===== src/rtl/inst_fetch.sv =====
// Instruction-fetch stage for the CPU24 core: owns the PC, addresses the instruction ROM
// and fills the IF/ID register while honouring halt, redirect and stall from downstream.
module inst_fetch #(
   parameter logic [31:0] RESET_PC = 32'h0000_0000,
   parameter int          ADDR_W   = 10
) (
   input  logic              clk,
   input  logic              rst,
   output logic [ADDR_W-1:0] rom_addr,
   input  logic [31:0]       rom_data,
   input  logic              stall,
   input  logic              redirect,
   input  logic [31:0]       redirect_pc,
   input  logic              halt,
   output logic [31:0]       pc,
   output logic [31:0]       if_id_instr,
   output logic [31:0]       if_id_pc4,
   output logic              if_id_valid,
   output logic              halted,
   output logic [31:0]       fetch_count
);

   typedef enum logic {RUN, HALT} state_t;

   state_t      r_state;
   state_t      w_stateNext;
   logic [31:0] r_pc;
   logic [31:0] r_instr;
   logic [31:0] r_pc4;
   logic        r_valid;
   logic [31:0] r_fetchCount;
   logic [31:0] w_pcPlus4;
   logic [31:0] w_redirectPc;

   assign w_pcPlus4    = r_pc + 32'd4;
   // Low target bits are masked so the PC can never become misaligned.
   assign w_redirectPc = {redirect_pc[31:2], redirect_pc[1:0] & 2'b00};

   always_comb begin
      w_stateNext = r_state;
      if (r_state == RUN && halt) begin
         w_stateNext = HALT;
      end
   end

   always_ff @(posedge clk) begin
      if (rst) begin
         r_state <= RUN;
      end else begin
         r_state <= w_stateNext;
      end
   end

   // Priority within RUN is halt > redirect > stall > normal fetch.
   always_ff @(posedge clk) begin
      if (rst) begin
         r_pc         <= RESET_PC;
         r_instr      <= 32'h0;
         r_pc4        <= 32'h0;
         r_valid      <= 1'b0;
         r_fetchCount <= 32'h0;
      end else if (r_state == RUN) begin
         if (halt) begin
            r_instr <= 32'h0;
            r_valid <= 1'b0;
         end else if (redirect) begin
            r_pc    <= w_redirectPc;
            r_instr <= 32'h0;
            r_valid <= 1'b0;
         end else if (!stall) begin
            r_pc         <= w_pcPlus4;
            r_instr      <= rom_data;
            r_pc4        <= w_pcPlus4;
            r_valid      <= 1'b1;
            r_fetchCount <= r_fetchCount + 32'd1;
         end
      end else begin
         r_instr <= 32'h0;
         r_valid <= 1'b0;
      end
   end

   assign rom_addr    = r_pc[ADDR_W+1:2];
   assign pc          = r_pc;
   assign if_id_instr = r_instr;
   assign if_id_pc4   = r_pc4;
   assign if_id_valid = r_valid;
   assign halted      = (r_state == HALT);
   assign fetch_count = r_fetchCount;

endmodule


===== config.mk =====
export PLATFORM = sky130hd
export DESIGN_NAME = inst_fetch
export DESIGN_NICKNAME = d
export VERILOG_FILES = /design/src/rtl/inst_fetch.sv
export SDC_FILE = /design/constraint.sdc
export NUM_CORES = 1
export LEC_CHECK = 0
export CORE_MARGIN = 3
export CORE_UTILIZATION = 46
export DETAILED_ROUTE_END_ITERATION = 10
export DONT_BUFFER_PORTS = 1
export PLACE_DENSITY = 0.72
export SLEW_MARGIN = 20
export SYNTH_ARGS = -nofsm -noshare
export SYNTH_HDL_FRONTEND = slang
export SYNTH_SLANG_ARGS = --single-unit

===== constraint.sdc =====
create_clock -name clk -period 5.23 [get_ports clk]
set_input_delay 0.523 -clock clk [delete_from_list [all_inputs] [get_ports clk]]
set_output_delay 0.523 -clock clk [all_outputs]
set_load 0.01 [all_outputs]

==> run summary <==
=========================================================================================
Path class of the lowest-slack min-delay path .............................. input port to register
Peak VDD IR ................................................................     0.195 mV
Unrepaired setup endpoints after global routing ............................           no
Proportion of register bits with asynchronous set or reset after synthesis .           0%
Number of buffers and inverters on the critical path .......................            0
Fraction of layout cells with a size suffix above 1 ........................        7.36%
Detailed Route WL ..........................................................    15,800 um
Synth cell types ...........................................................           55
EDFF count, synth ..........................................................            0
Overall track demand over capacity in global routing .......................        21.5%
Endpoints failing hold .....................................................            0
Average cell area after synthesis ..........................................     8.49 um2
Half-perimeter wire length after placement .................................    10,900 um
Vias in the first global route .............................................        4,858
Category of the most critical setup path ................................... register to register
Total die area .............................................................   14,500 um2
H-tree levels ..............................................................            4
Max-Slew Margin vs Limit ...................................................        30.4%
Clock period minus worst slack .............................................      2.98 ns
Netlist area before placement ..............................................     6020 um2
Endpoints failing setup ....................................................            0
Maximum number of pins on one net before global-route repair ...............          100
Summed negative setup slack over all endpoints .............................         0 ns
Critical-path maximum fanout ...............................................           11
Clock latency of the later-clocked register in the worst-skew pair .........      0.42 ns
Master cell of the clock root buffer ....................................... sky130_fd_sc_hd__clkbuf_16
Leakage power total ........................................................      2.25 nW
Effective utilization at floorplan .........................................        47.3%
Main flop type after synthesis ............................................. sky130_fd_sc_hd__dfxtp_1
Clk slew on worst S/H paths ................................................      0.06 ns
Synth warn .................................................................            0
Global route overflow ......................................................            0
Number of nets in the layout ...............................................          737
Category of the worst setup path capture point .............................     register
Count of instances resized after the clock tree is built ...................            0
Worst path slowest cell .................................................... sky130_fd_sc_hd__or4_1
CTS tree ...................................................................         done
Clock tree buffer depth ....................................................            2
Largest stage delay on the critical path ...................................      0.87 ns
Die extent in x ............................................................       120 um
Post-CTS Setup Repair Bufs .................................................            0
Sort of element at the start of the critical path ..........................     register
Number of port buffers .....................................................            0
Final count of pins violating max slew .....................................            0
Remaining antenna violation count ..........................................            0
Sequential-to-total area share from yosys stat .............................        41.9%
Max Clock Skew .............................................................    0.0112 ns
Sequence of cells on the critical path ..................................... nand4_1 > or4_1 > nor4b_4 > mux2_2 > nor2_1
Overall power consumption ..................................................      2.29 mW
Period utilization .........................................................        56.9%
Worst EP required ..........................................................      5.59 ns
F_max ......................................................................    0.336 GHz
Core footprint .............................................................   12,700 um2
Number of buffers created by CTS ...........................................           17
Data arrival time of the worst path ........................................      3.33 ns
Sink Count .................................................................          126
# fillers ..................................................................        1,209
Via total after detailed routing ...........................................        5,088
Result of the run ..........................................................    completed
DRC violations left ........................................................            0
Total placed cells including tap cells .....................................          819
Iteration-0 DRC Markers ....................................................          412
Areal power density over the cells .........................................   351 nW/um2
First-pass GRT wire length .................................................    25,000 um
Final cell count without fillers ...........................................          852
Number of vias per cell ....................................................         5.97
Post-Synthesis Cells .......................................................          709
DR pass1 iterations ........................................................            7
Family with the most delay on the worst path ............................... simple AND/OR/NAND/NOR gates
Routed wirelength normalized by instance count .............................      18.5 um
Number of max-capacitance violations reported ..............................            0
#FFs+latches synth .........................................................          126
Vertical extent of the die .................................................       120 um
Final Wtd Congestion .......................................................        0.861
Hold Buf Count CTS .........................................................            0
Synthesis-to-layout area growth ............................................        8.60%
Ports placed on the boundary ...............................................          209
Number of antenna violations at the first check in global routing ..........            2
Worst Max-Slew Pin Slew ....................................................      1.04 ns
Placement row count ........................................................           41
=========================================================================================
==> layout make-up <==
| class | count | area (um2) | area share, % |
|---|---|---|---|
| Sequential cell | 126 | 2520 | 38.6 |
| Clock inverter | 15 | 149 | 2.28 |
| Timing Repair Buffer | 2 | 15.0 | 0.230 |
| Clock buffer | 17 | 425 | 6.50 |
| Tap cell | 172 | 215 | 3.29 |
| Inverter | 5 | 18.8 | 0.287 |
| Antenna cell | 1 | 2.50 | 0.0383 |
| Multi-Input combinational cell | 514 | 3190 | 48.8 |
==> layout by cell type, fill, tap and decap left out, drive strengths merged, types with 7 or more instances in the layout <==
| master | n |
|---|---|
| nor2 | 126 |
| dfxtp | 126 |
| nand2 | 47 |
| mux2i | 41 |
| a211oi | 29 |
| a21oi | 29 |
| nand3 | 26 |
| nand4 | 25 |
| xor2 | 23 |
| xnor2 | 23 |
| o21ai | 19 |
| clkbuf | 17 |
| and3 | 13 |
| nor3 | 11 |
| nor4 | 11 |
| or3 | 10 |
| a31oi | 9 |
| or4 | 8 |
| clkinv | 8 |
| o31ai | 7 |
==> report_power, final <==
part,internal (mW),switching (mW)
registers,0.988,0.0564
logic,0.0503,0.0556
clock network,0.697,0.447
==> flip-flops by register name, indices dropped and copies added (netlist names) <==
register	cells
fetch_count	32
halted	1
pc	30
if_id_valid	1
if_id_pc4	30
if_id_instr	32
==> path summary, 6_finish.rpt <==
| kind | startpoint | to | slack (ns) | depth (start not counted) |
|---|---|---|---|---|
| worst max-delay path | pc[5]$_SDFFE_PP0P_ | pc[29]$_SDFFE_PP0P_ | 2.25 | 5 |
| worst min-delay path | rst | fetch_count[23]$_SDFFE_PP0P_ | 0.18 | 1 |
| worst max register to register | pc[5]$_SDFFE_PP0P_ | pc[29]$_SDFFE_PP0P_ | 2.25 | 5 |
| worst min register to register | if_id_valid$_SDFFE_PP0N_ | if_id_valid$_SDFFE_PP0N_ | 0.51 | 2 |
==> cell usage after synthesis, drive strengths merged (3+ instances only) <==
cell type | count | area (um2)
o21ai | 19 | 95.1
nand3b | 3 | 22.5
mux2i | 41 | 410
nand2 | 47 | 176
nand4 | 25 | 156
xor2 | 23 | 201
clkbuf | 45 | 170
dfxtp | 126 | 2520
a21oi | 29 | 145
nand3 | 26 | 135
nor4 | 11 | 120
xnor2 | 23 | 201
a22oi | 5 | 37.5
nor2b | 3 | 18.8
o22ai | 3 | 18.8
inv | 5 | 18.8
nand2b | 3 | 18.8
a22o | 4 | 35.0
and3 | 13 | 81.3
a31oi | 9 | 56.3
o31ai | 7 | 52.6
or3 | 10 | 62.6
nor2 | 126 | 473
or4 | 8 | 63.8
nand4b | 3 | 26.3
nor3 | 11 | 65.1
and4 | 5 | 43.8
a211oi | 29 | 218
buf | 22 | 140
==> metrics by stage <==
| stage | util [%] | hold WS [ns] | cell area, um2 | setup slack, ns |
|---|---|---|---|---|
| 6_report | 51.4 | 0.182 | 6540 | 2.25 |
| 3_3_place_gp | 46.9 | 0.497 | 5960 | 2.32 |
| 4_1_cts | 51.4 | 0.161 | 6540 | 2.26 |
| 2_1_floorplan | - | 0.474 | 6030 | 2.86 |
| 5_1_grt | 51.4 | 0.159 | 6540 | 2.08 |
| 3_5_place_dp | 46.9 | 0.507 | 5960 | 2.29 |
==> worst reg2reg max path: cells and delay by family (launching register included) <==
family / cells / cell delay, ns
mux: 1 / 0.38
simple gates: 4 / 1.96
flops: 1 / 0.60
==> per-layer routing <==
metal / up-vias / GRT usage [%] / wire (um)
met5: - / 0 / 9
met4: 2 / 6.87 / 297
met3: 24 / 10.3 / 1680
met2: 241 / 34.6 / 7450
met1: 2388 / 25.2 / 6330
li1: 2433 / - / -
==> cells by family after synthesis <==
family	count (synthesis)	share of synthesized area, %
simple gates	299	25.1
flops	126	41.9
compound gates	120	13.2
xor+xnor	46	6.69
other cells	1	0.0623
mux	43	7.19
buf+inv	72	5.46
fa+ha+maj	2	0.415
(Power assumes the default switching activity.)
